<file path="src/rtl/pic_pkg.sv">
// Shared encodings for the 8259 bus-side command sequencer.
package pic_pkg;

  // Command word index presented with each commit pulse.
  localparam logic [2:0] CW_ICW1 = 3'd0;
  localparam logic [2:0] CW_ICW2 = 3'd1;
  localparam logic [2:0] CW_ICW3 = 3'd2;
  localparam logic [2:0] CW_ICW4 = 3'd3;
  localparam logic [2:0] CW_OCW1 = 3'd4;
  localparam logic [2:0] CW_OCW2 = 3'd5;
  localparam logic [2:0] CW_OCW3 = 3'd6;
  localparam logic [2:0] CW_NONE = 3'd7;

  // Register-read select codes.
  localparam logic [2:0] RS_IRR  = 3'b001;
  localparam logic [2:0] RS_ISR  = 3'b101;
  localparam logic [2:0] RS_IMR  = 3'b011;
  localparam logic [2:0] RS_IDLE = 3'b000;

  // Initialisation sequence position.
  typedef enum logic [2:0] {
    StWaitIcw1,
    StIcw2,
    StIcw3,
    StIcw4,
    StReady
  } pic_state_e;

endpackage

</file>
<file path="src/rtl/pic_strobe_capture.sv">
// Samples the CPU strobes, captures write content and flags write completion.
module pic_strobe_capture (
  input  logic       clk,
  input  logic       reset,
  input  logic       cs_n,
  input  logic       wr_n,
  input  logic       rd_n,
  input  logic       a0,
  input  logic [7:0] data_in,
  output logic       wr_act_q,
  output logic       rd_act_q,
  output logic       rd_a0_q,
  output logic       commit,
  output logic       cap_a0,
  output logic [7:0] cap_data
);

  logic wr_act;
  logic rd_act;

  assign wr_act = ~cs_n & ~wr_n;
  assign rd_act = ~cs_n & ~rd_n;

  // Falling edge of the sampled write strobe; cs_n rising alone also ends a write.
  assign commit = wr_act_q & ~wr_act;

  // Strobe history plus the most recent address/data seen during a write.
  always_ff @(posedge clk or posedge reset) begin
    if (reset) begin
      wr_act_q <= 1'b0;
      rd_act_q <= 1'b0;
      rd_a0_q  <= 1'b0;
      cap_a0   <= 1'b0;
      cap_data <= 8'h00;
    end else begin
      wr_act_q <= wr_act;
      rd_act_q <= rd_act;
      rd_a0_q  <= a0;
      if (wr_act) begin
        cap_a0   <= a0;
        cap_data <= data_in;
      end
    end
  end

endmodule

</file>
<file path="src/rtl/pic_command_sequencer.sv">
// Classifies completed CPU writes as ICW1-4 / OCW1-3 and drives the read select.
module pic_command_sequencer
  import pic_pkg::*;
(
  input  logic       clk,
  input  logic       reset,
  input  logic       cs_n,
  input  logic       wr_n,
  input  logic       rd_n,
  input  logic       a0,
  input  logic [7:0] data_in,
  output logic       cw_valid,
  output logic [2:0] cw_index,
  output logic [7:0] cw_data,
  output logic [2:0] read_sel,
  output logic       data_oe,
  output logic       init_done,
  output logic       sngl,
  output logic       ic4
);

  logic       wr_act_q;
  logic       rd_act_q;
  logic       rd_a0_q;
  logic       commit;
  logic       cap_a0;
  logic [7:0] cap_data;

  pic_strobe_capture u_capture (
    .clk      (clk),
    .reset    (reset),
    .cs_n     (cs_n),
    .wr_n     (wr_n),
    .rd_n     (rd_n),
    .a0       (a0),
    .data_in  (data_in),
    .wr_act_q (wr_act_q),
    .rd_act_q (rd_act_q),
    .rd_a0_q  (rd_a0_q),
    .commit   (commit),
    .cap_a0   (cap_a0),
    .cap_data (cap_data)
  );

  pic_state_e state_q, state_d;
  logic       sngl_q, sngl_d;
  logic       ic4_q, ic4_d;
  logic       isr_sel_q, isr_sel_d;  // 1: a0=0 reads return ISR, else IRR
  logic [2:0] idx_d;
  logic       valid_d;
  logic       cw_valid_q;
  logic [2:0] cw_index_q;
  logic [7:0] cw_data_q;

  // Decode the committed write and advance the initialisation sequence.
  always_comb begin
    state_d   = state_q;
    sngl_d    = sngl_q;
    ic4_d     = ic4_q;
    isr_sel_d = isr_sel_q;
    idx_d     = CW_NONE;
    if (commit) begin
      if (!cap_a0 && cap_data[4]) begin
        // ICW1 restarts the sequence from any state.
        idx_d     = CW_ICW1;
        sngl_d    = cap_data[1];
        ic4_d     = cap_data[0];
        isr_sel_d = 1'b0;
        state_d   = StIcw2;
      end else if (cap_a0) begin
        case (state_q)
          StIcw2: begin
            idx_d = CW_ICW2;
            if (!sngl_q) begin
              state_d = StIcw3;
            end else if (ic4_q) begin
              state_d = StIcw4;
            end else begin
              state_d = StReady;
            end
          end
          StIcw3: begin
            idx_d   = CW_ICW3;
            state_d = ic4_q ? StIcw4 : StReady;
          end
          StIcw4: begin
            idx_d   = CW_ICW4;
            state_d = StReady;
          end
          StReady: idx_d = CW_OCW1;
          default: idx_d = CW_NONE;
        endcase
      end else if (state_q == StReady) begin
        if (cap_data[3]) begin
          idx_d = CW_OCW3;
          if (cap_data[1]) begin
            isr_sel_d = cap_data[0];
          end
        end else begin
          idx_d = CW_OCW2;
        end
      end
    end
  end

  assign valid_d = (idx_d != CW_NONE);

  // Sequence state, latched ICW1 bits and the registered command pulse.
  always_ff @(posedge clk or posedge reset) begin
    if (reset) begin
      state_q    <= StWaitIcw1;
      sngl_q     <= 1'b0;
      ic4_q      <= 1'b0;
      isr_sel_q  <= 1'b0;
      cw_valid_q <= 1'b0;
      cw_index_q <= CW_NONE;
      cw_data_q  <= 8'h00;
    end else begin
      state_q    <= state_d;
      sngl_q     <= sngl_d;
      ic4_q      <= ic4_d;
      isr_sel_q  <= isr_sel_d;
      cw_valid_q <= valid_d;
      cw_index_q <= idx_d;
      if (valid_d) begin
        cw_data_q <= cap_data;
      end
    end
  end

  // Read select from the sampled strobes; an overlapping write suppresses the read.
  always_comb begin
    read_sel = RS_IDLE;
    if (rd_act_q && !wr_act_q) begin
      if (rd_a0_q) begin
        read_sel = RS_IMR;
      end else begin
        read_sel = isr_sel_q ? RS_ISR : RS_IRR;
      end
    end
  end

  assign data_oe   = rd_act_q & ~wr_act_q;
  assign cw_valid  = cw_valid_q;
  assign cw_index  = cw_index_q;
  assign cw_data   = cw_data_q;
  assign init_done = (state_q == StReady);
  assign sngl      = sngl_q;
  assign ic4       = ic4_q;

endmodule

</file>
<file path="config.mk">
export PLATFORM = sky130hd
export DESIGN_NAME = pic_command_sequencer
export DESIGN_NICKNAME = d
export VERILOG_FILES = /design/src/rtl/pic_pkg.sv /design/src/rtl/pic_strobe_capture.sv /design/src/rtl/pic_command_sequencer.sv
export SDC_FILE = /design/constraint.sdc
export NUM_CORES = 1
export LEC_CHECK = 0
export ABC_AREA = 1
export BUFFER_PORTS_ARGS = -buffer_cell sky130_fd_sc_hd__buf_2
export CORE_MARGIN = 2
export CORE_UTILIZATION = 50
export DETAILED_ROUTE_END_ITERATION = 7
export GPL_TIMING_DRIVEN = 0
export PLACE_DENSITY_LB_ADDON = 0.2
export REMOVE_ABC_BUFFERS = 1
export SLEW_MARGIN = 10
export SYNTH_ARGS = -nofsm -noshare
export SYNTH_HDL_FRONTEND = slang
export SYNTH_HIERARCHICAL = 1
export SYNTH_SLANG_ARGS = --single-unit
</file>
<file path="constraint.sdc">
create_clock -name clk -period 2.8 [get_ports clk]
set_input_delay 0.56 -clock clk [delete_from_list [all_inputs] [get_ports clk]]
set_output_delay 0.56 -clock clk [all_outputs]
set_load 0.05 [all_outputs]
</file>
Yosys cells after proc, flatten, opt, wreduce, memory -nomap -nowiden
Index checks and enable logic that the tools add are counted.
{"block": "totals", "output_inout_bits": 19, "word_cells": 58, "in_bits": 14, "ramBits": 0, "rom_bits": 0, "regBits": 30, "latchBits": 0, "n_memories": 0}
{"block": "classes", "muxes": 19, "magnitude_cmp": 0, "bitwise_logic": 9, "n_eq_ne": 6, "reduce_logical": 12, "div": 0, "addsub": 0, "n_shift": 0, "n_mul": 0}
{"operator": "$mux W3", "n": 10}
{"operator": "$pmux W3 S4", "n": 1}
{"operator": "$pmux W3 S3", "n": 1}
{"operator": "$reduce_bool A2 Y1", "n": 4}
{"operator": "$eq A3 B2 Y1 const B", "n": 2}
{"operator": "$mux W1", "n": 5}
{"operator": "$not A1 Y1", "n": 5}
{"operator": "$reduce_and A5 Y1", "n": 1}
{"operator": "$and A1 B1 Y1", "n": 4}
{"operator": "$mux W2", "n": 2}
{"operator": "$reduce_bool A4 Y1", "n": 1}
{"operator": "$eq A3 B1 Y1 const B", "n": 1}
{"operator": "$eq A3 B3 Y1 const B", "n": 1}
{"operator": "$ne A3 B3 Y1 const B", "n": 1}
{"operator": "$reduce_and A3 Y1", "n": 1}
{"operator": "$logic_and A1 B1 Y1", "n": 2}
{"operator": "$logic_not A1 Y1", "n": 2}
{"operator": "$ne A2 B2 Y1 const B", "n": 1}
{"operator": "$reduce_and A2 Y1", "n": 1}

Longest topological paths before layout
{"block": "logic_depth", "depth_word": 6, "ltp_mapped": 14, "mapped_depth_nobuf": 12}

Hierarchy
Netlist, hierarchy kept.
{"module": "pic_command_sequencer", "cells_each": 103, "seq_area_each_um2": 454.2, "instances": 1, "area_per_inst_um2": 878.3}
{"module": "pic_strobe_capture", "cells_each": 47, "seq_area_each_um2": 300.3, "instances": 1, "area_per_inst_um2": 466.7}

Worst setup path after synthesis
No wires, ideal clock.
{"block": "synth_timing", "kind": "register to output", "start": "register u_capture.wr_act_q", "end": "output read_sel[2]", "setup_slack_ns": 0.291, "path_stages_with_launch": 2, "required_time_ns": 2.240, "n_path_buf": 0, "t_arrival_ns": 1.949, "cell_sequence": "dfrtp_1 -> nor4_1"}
{"block": "synth_between", "elab_chain_len": 3}
{"item": "start, declared", "line_no": "pic_strobe_capture.sv:10", "rtl": "output logic wr_act_q,"}
{"item": "start signal, assigned", "line_no": "pic_strobe_capture.sv:36", "rtl": "wr_act_q <= wr_act;"}
{"item": "$logic_not A1 Y1", "line_no": "pic_command_sequencer.sv:134", "rtl": "if (rd_act_q && !wr_act_q) begin"}
{"item": "$logic_and A1 B1 Y1", "line_no": "pic_command_sequencer.sv:134"}
{"item": "$mux W3", "line_no": "pic_command_sequencer.sv:134"}
{"item": "end, declared", "line_no": "pic_command_sequencer.sv:15", "rtl": "output logic [2:0] read_sel,"}
Every way passes these cells.

Final worst setup path
Ends and elaborated chain as after synthesis.

==> impl_results.md <==
- DRC viols: 0
- RSZ-0062 raised after global routing: no
- Cts hold-fix bufs: 0
- Dpl cell area: 1508 sq um
- Largest net degree at the start of global routing: 19
- Ys Warns: 6
- Final #Nets: 199
- Final period util: 0.6849
- Via count: 1,081
- PortBufs: 32
- Crit end category: primary output
- Overall power: 1636 uW
- Netlist Area Pre-Place: 1345 sq um
- Crit Path Max Fanout: 4
- Iter 0 DRT Violations: 36
- Initial Util: 0.5332
- # diodes: 0
- Final Hold Fails: 0
- Critical path's largest stage delay: 420 ps
- Post_cts resized: 0
- Cell area after layout: 1589 sq um
- Tightest Pin Transition: 669.5 ps
- CP delay by family, top: flip-flops
- Share of layout cells above drive strength 1: 0.3135
- Seq/Total Area, Yosys: 0.5609
- Total GRT Usage: 0.1780
- MaxCap Viol Count: 0
- Slowest stage cell, crit path: dfrtp_1
- Vias per inst: 5.028
- Area added between synthesis and finish: 18.14%
- Clk buf depth: 2
- HP Class: in -> async
- Setup CP Type: reg -> out
- Outcome: finished, final reports clean
- Antenna viol nets, final: 0
- Fmax: 521.4 MHz
- Cells after Synth: 150
- CTS tree: done
- Wirelength, routed: 2437 um
- Final setup vio count: 0
- Slew headroom: 0.5532
- Synth cell types: 25
- Setup bufs post-CTS: 0
- Post-DR wirelength/cell: 11.33 um
- P_leak: 0.0008655 uW
- Tmin final: 1918 ps
- Die H: 55.87 um
- P per Cell Area: 1029 nW/um^2
- I/O pin total: 33
- CP Data Arrival Time: 1360 ps
- Reg clk slew, reported paths: 90 ps
- Die width: 55.87 um
- #FFs+latches synth: 30
- Routability cong.: 0.7799
- Worst VDD drop: 1.007 mV
- Mean area per synthesized cell: 8.967 sq um
- Root buf cell: clkbuf_4
- Initial antenna violation count: 0
- First-pass GRT wire length: 4298 um
- Row count: 18
- Clock sinks: 30
- Fin Setup TNS: 0 ps
- Post-Route Skew: 10.71 ps
- Hpwl dp: 1797 um
- Total gr overflow: 0
- Fin. max-slew vios: 0
- Clock latency on the worst-skew pair: 330 ps
- Pre-antenna DRT Iters: 5
- Crit start category: register
- Die footprint: 3121 sq um
- CTS buffer count: 5
- Vias in the first global route: 1,000
- H-tree depth: 2
- Core area: 2522 sq um
- CP required: 2240 ps
- CP Cell Sequence: nor4_1 > buf_2
- WP buf/inv: 1
## power by group
group	switching, uW	internal [uW]	total, uW
sequential	77.1	547	624
clock	144	208	351
combinational	487	172	660
## placed cells by master (no fill, tap or decap), types with 2 or more instances in the layout
| master | netlist | layout |
|---|---|---|
| dfstp_2 | 3 | 3 |
| o21ai_0 | 9 | 9 |
| nand3_1 | 14 | 14 |
| inv_2 | 3 | 3 |
| dfrtp_1 | 27 | 27 |
| buf_2 | 1 | 32 |
| nor2_1 | 9 | 9 |
| nand3_2 | 2 | 2 |
| inv_1 | 12 | 12 |
| clkbuf_4 | 0 | 5 |
| nand2_1 | 46 | 46 |
| o22ai_1 | 2 | 2 |
| nand2_2 | 5 | 5 |
| o21ai_1 | 4 | 4 |
## worst register-to-register path, delay by kind of cell (launching register included)
family	cells	cell delay, ps
buffers and inverters	3	210
DFF	1	400
and+or+nand+nor	9	910
## cell usage after synthesis, drive strengths merged
| master | n | area (sq um) |
|---|---|---|
| o21a | 1 | 7.510 |
| nand2 | 53 | 235.2 |
| o22ai | 2 | 12.51 |
| a21oi | 1 | 5.000 |
| dfrtp | 27 | 675.7 |
| buf | 4 | 35.03 |
| o22a | 1 | 10.01 |
| nor4 | 1 | 6.260 |
| inv | 15 | 56.30 |
| o21ai | 13 | 65.06 |
| nor3b | 1 | 7.510 |
| dfstp | 3 | 78.83 |
| nand3 | 16 | 90.09 |
| clkinv | 1 | 8.760 |
| nor2 | 11 | 51.30 |
## per-layer routing
| metal | track usage | wire length (um) |
|---|---|---|
| met5 | 0 | 0 |
| met4 | 0.1156 | 57 |
| met3 | 0.05349 | 173 |
| met2 | 0.2653 | 1071 |
| met1 | 0.2242 | 1134 |
## through the flow
| step | instances | hold slack [ps] | util | worst slack, ps |
|---|---|---|---|---|
| finish | 215 | 221.2 | 0.6300 | 882.2 |
| global route | 215 | 240.0 | 0.6300 | 733.2 |
| CTS | 215 | 228.4 | 0.6300 | 868.1 |
| detailed placement | 208 | 467.4 | 0.5977 | 796.1 |
| global placement | 208 | 461.7 | 0.5977 | 845.8 |
| floorplan | 146 | 424.7 | - | 291.2 |
## flip-flops by register name, indices dropped and copies added, names as in the netlist
register / count
cw_data: 8
cw_index: 3
cw_valid: 1
ic4: 1
isr_sel_q: 1
sngl: 1
state_q: 3
u_capture/cap_a0: 1
u_capture/cap_data: 8
u_capture/rd_a0_q: 1
u_capture/rd_act_q: 1
u_capture/wr_act_q: 1
## cell type report
type | instances | area, sq um
clock buffer | 6 | 51.30
clock inverter | 1 | 30.03
fill | 221 | 933.4
inverter | 16 | 65.06
multi-input combinational | 100 | 490.5
sequential | 30 | 754.5
tap | 30 | 37.54
timing repair buffer | 32 | 160.2
## cell families after synthesis
family | share of synthesized area
AOI/OAI and AO/OA | 0.07441
buffers and inverters | 0.07441
DFF | 0.5609
and+or+nand+nor | 0.2902
## final timing paths
kind / from / end / slack [ps] / cells past startpoint
worst min-delay path: reset / u_capture/rd_act_q / 220 / 2
worst min register to register: u_capture/cap_data[5] / cw_data[5] / 490 / 2
worst max register to register: u_capture/wr_act_q / cw_data[3] / 1200 / 12
max in group asynchronous: reset / cw_data[6] / 2040 / 2
worst max-delay path: u_capture/wr_act_q / read_sel[2] / 880 / 2
min in group clk: a0 / u_capture/rd_a0_q / 340 / 1
No activity file was read; power rests on OpenSTA's default activity.
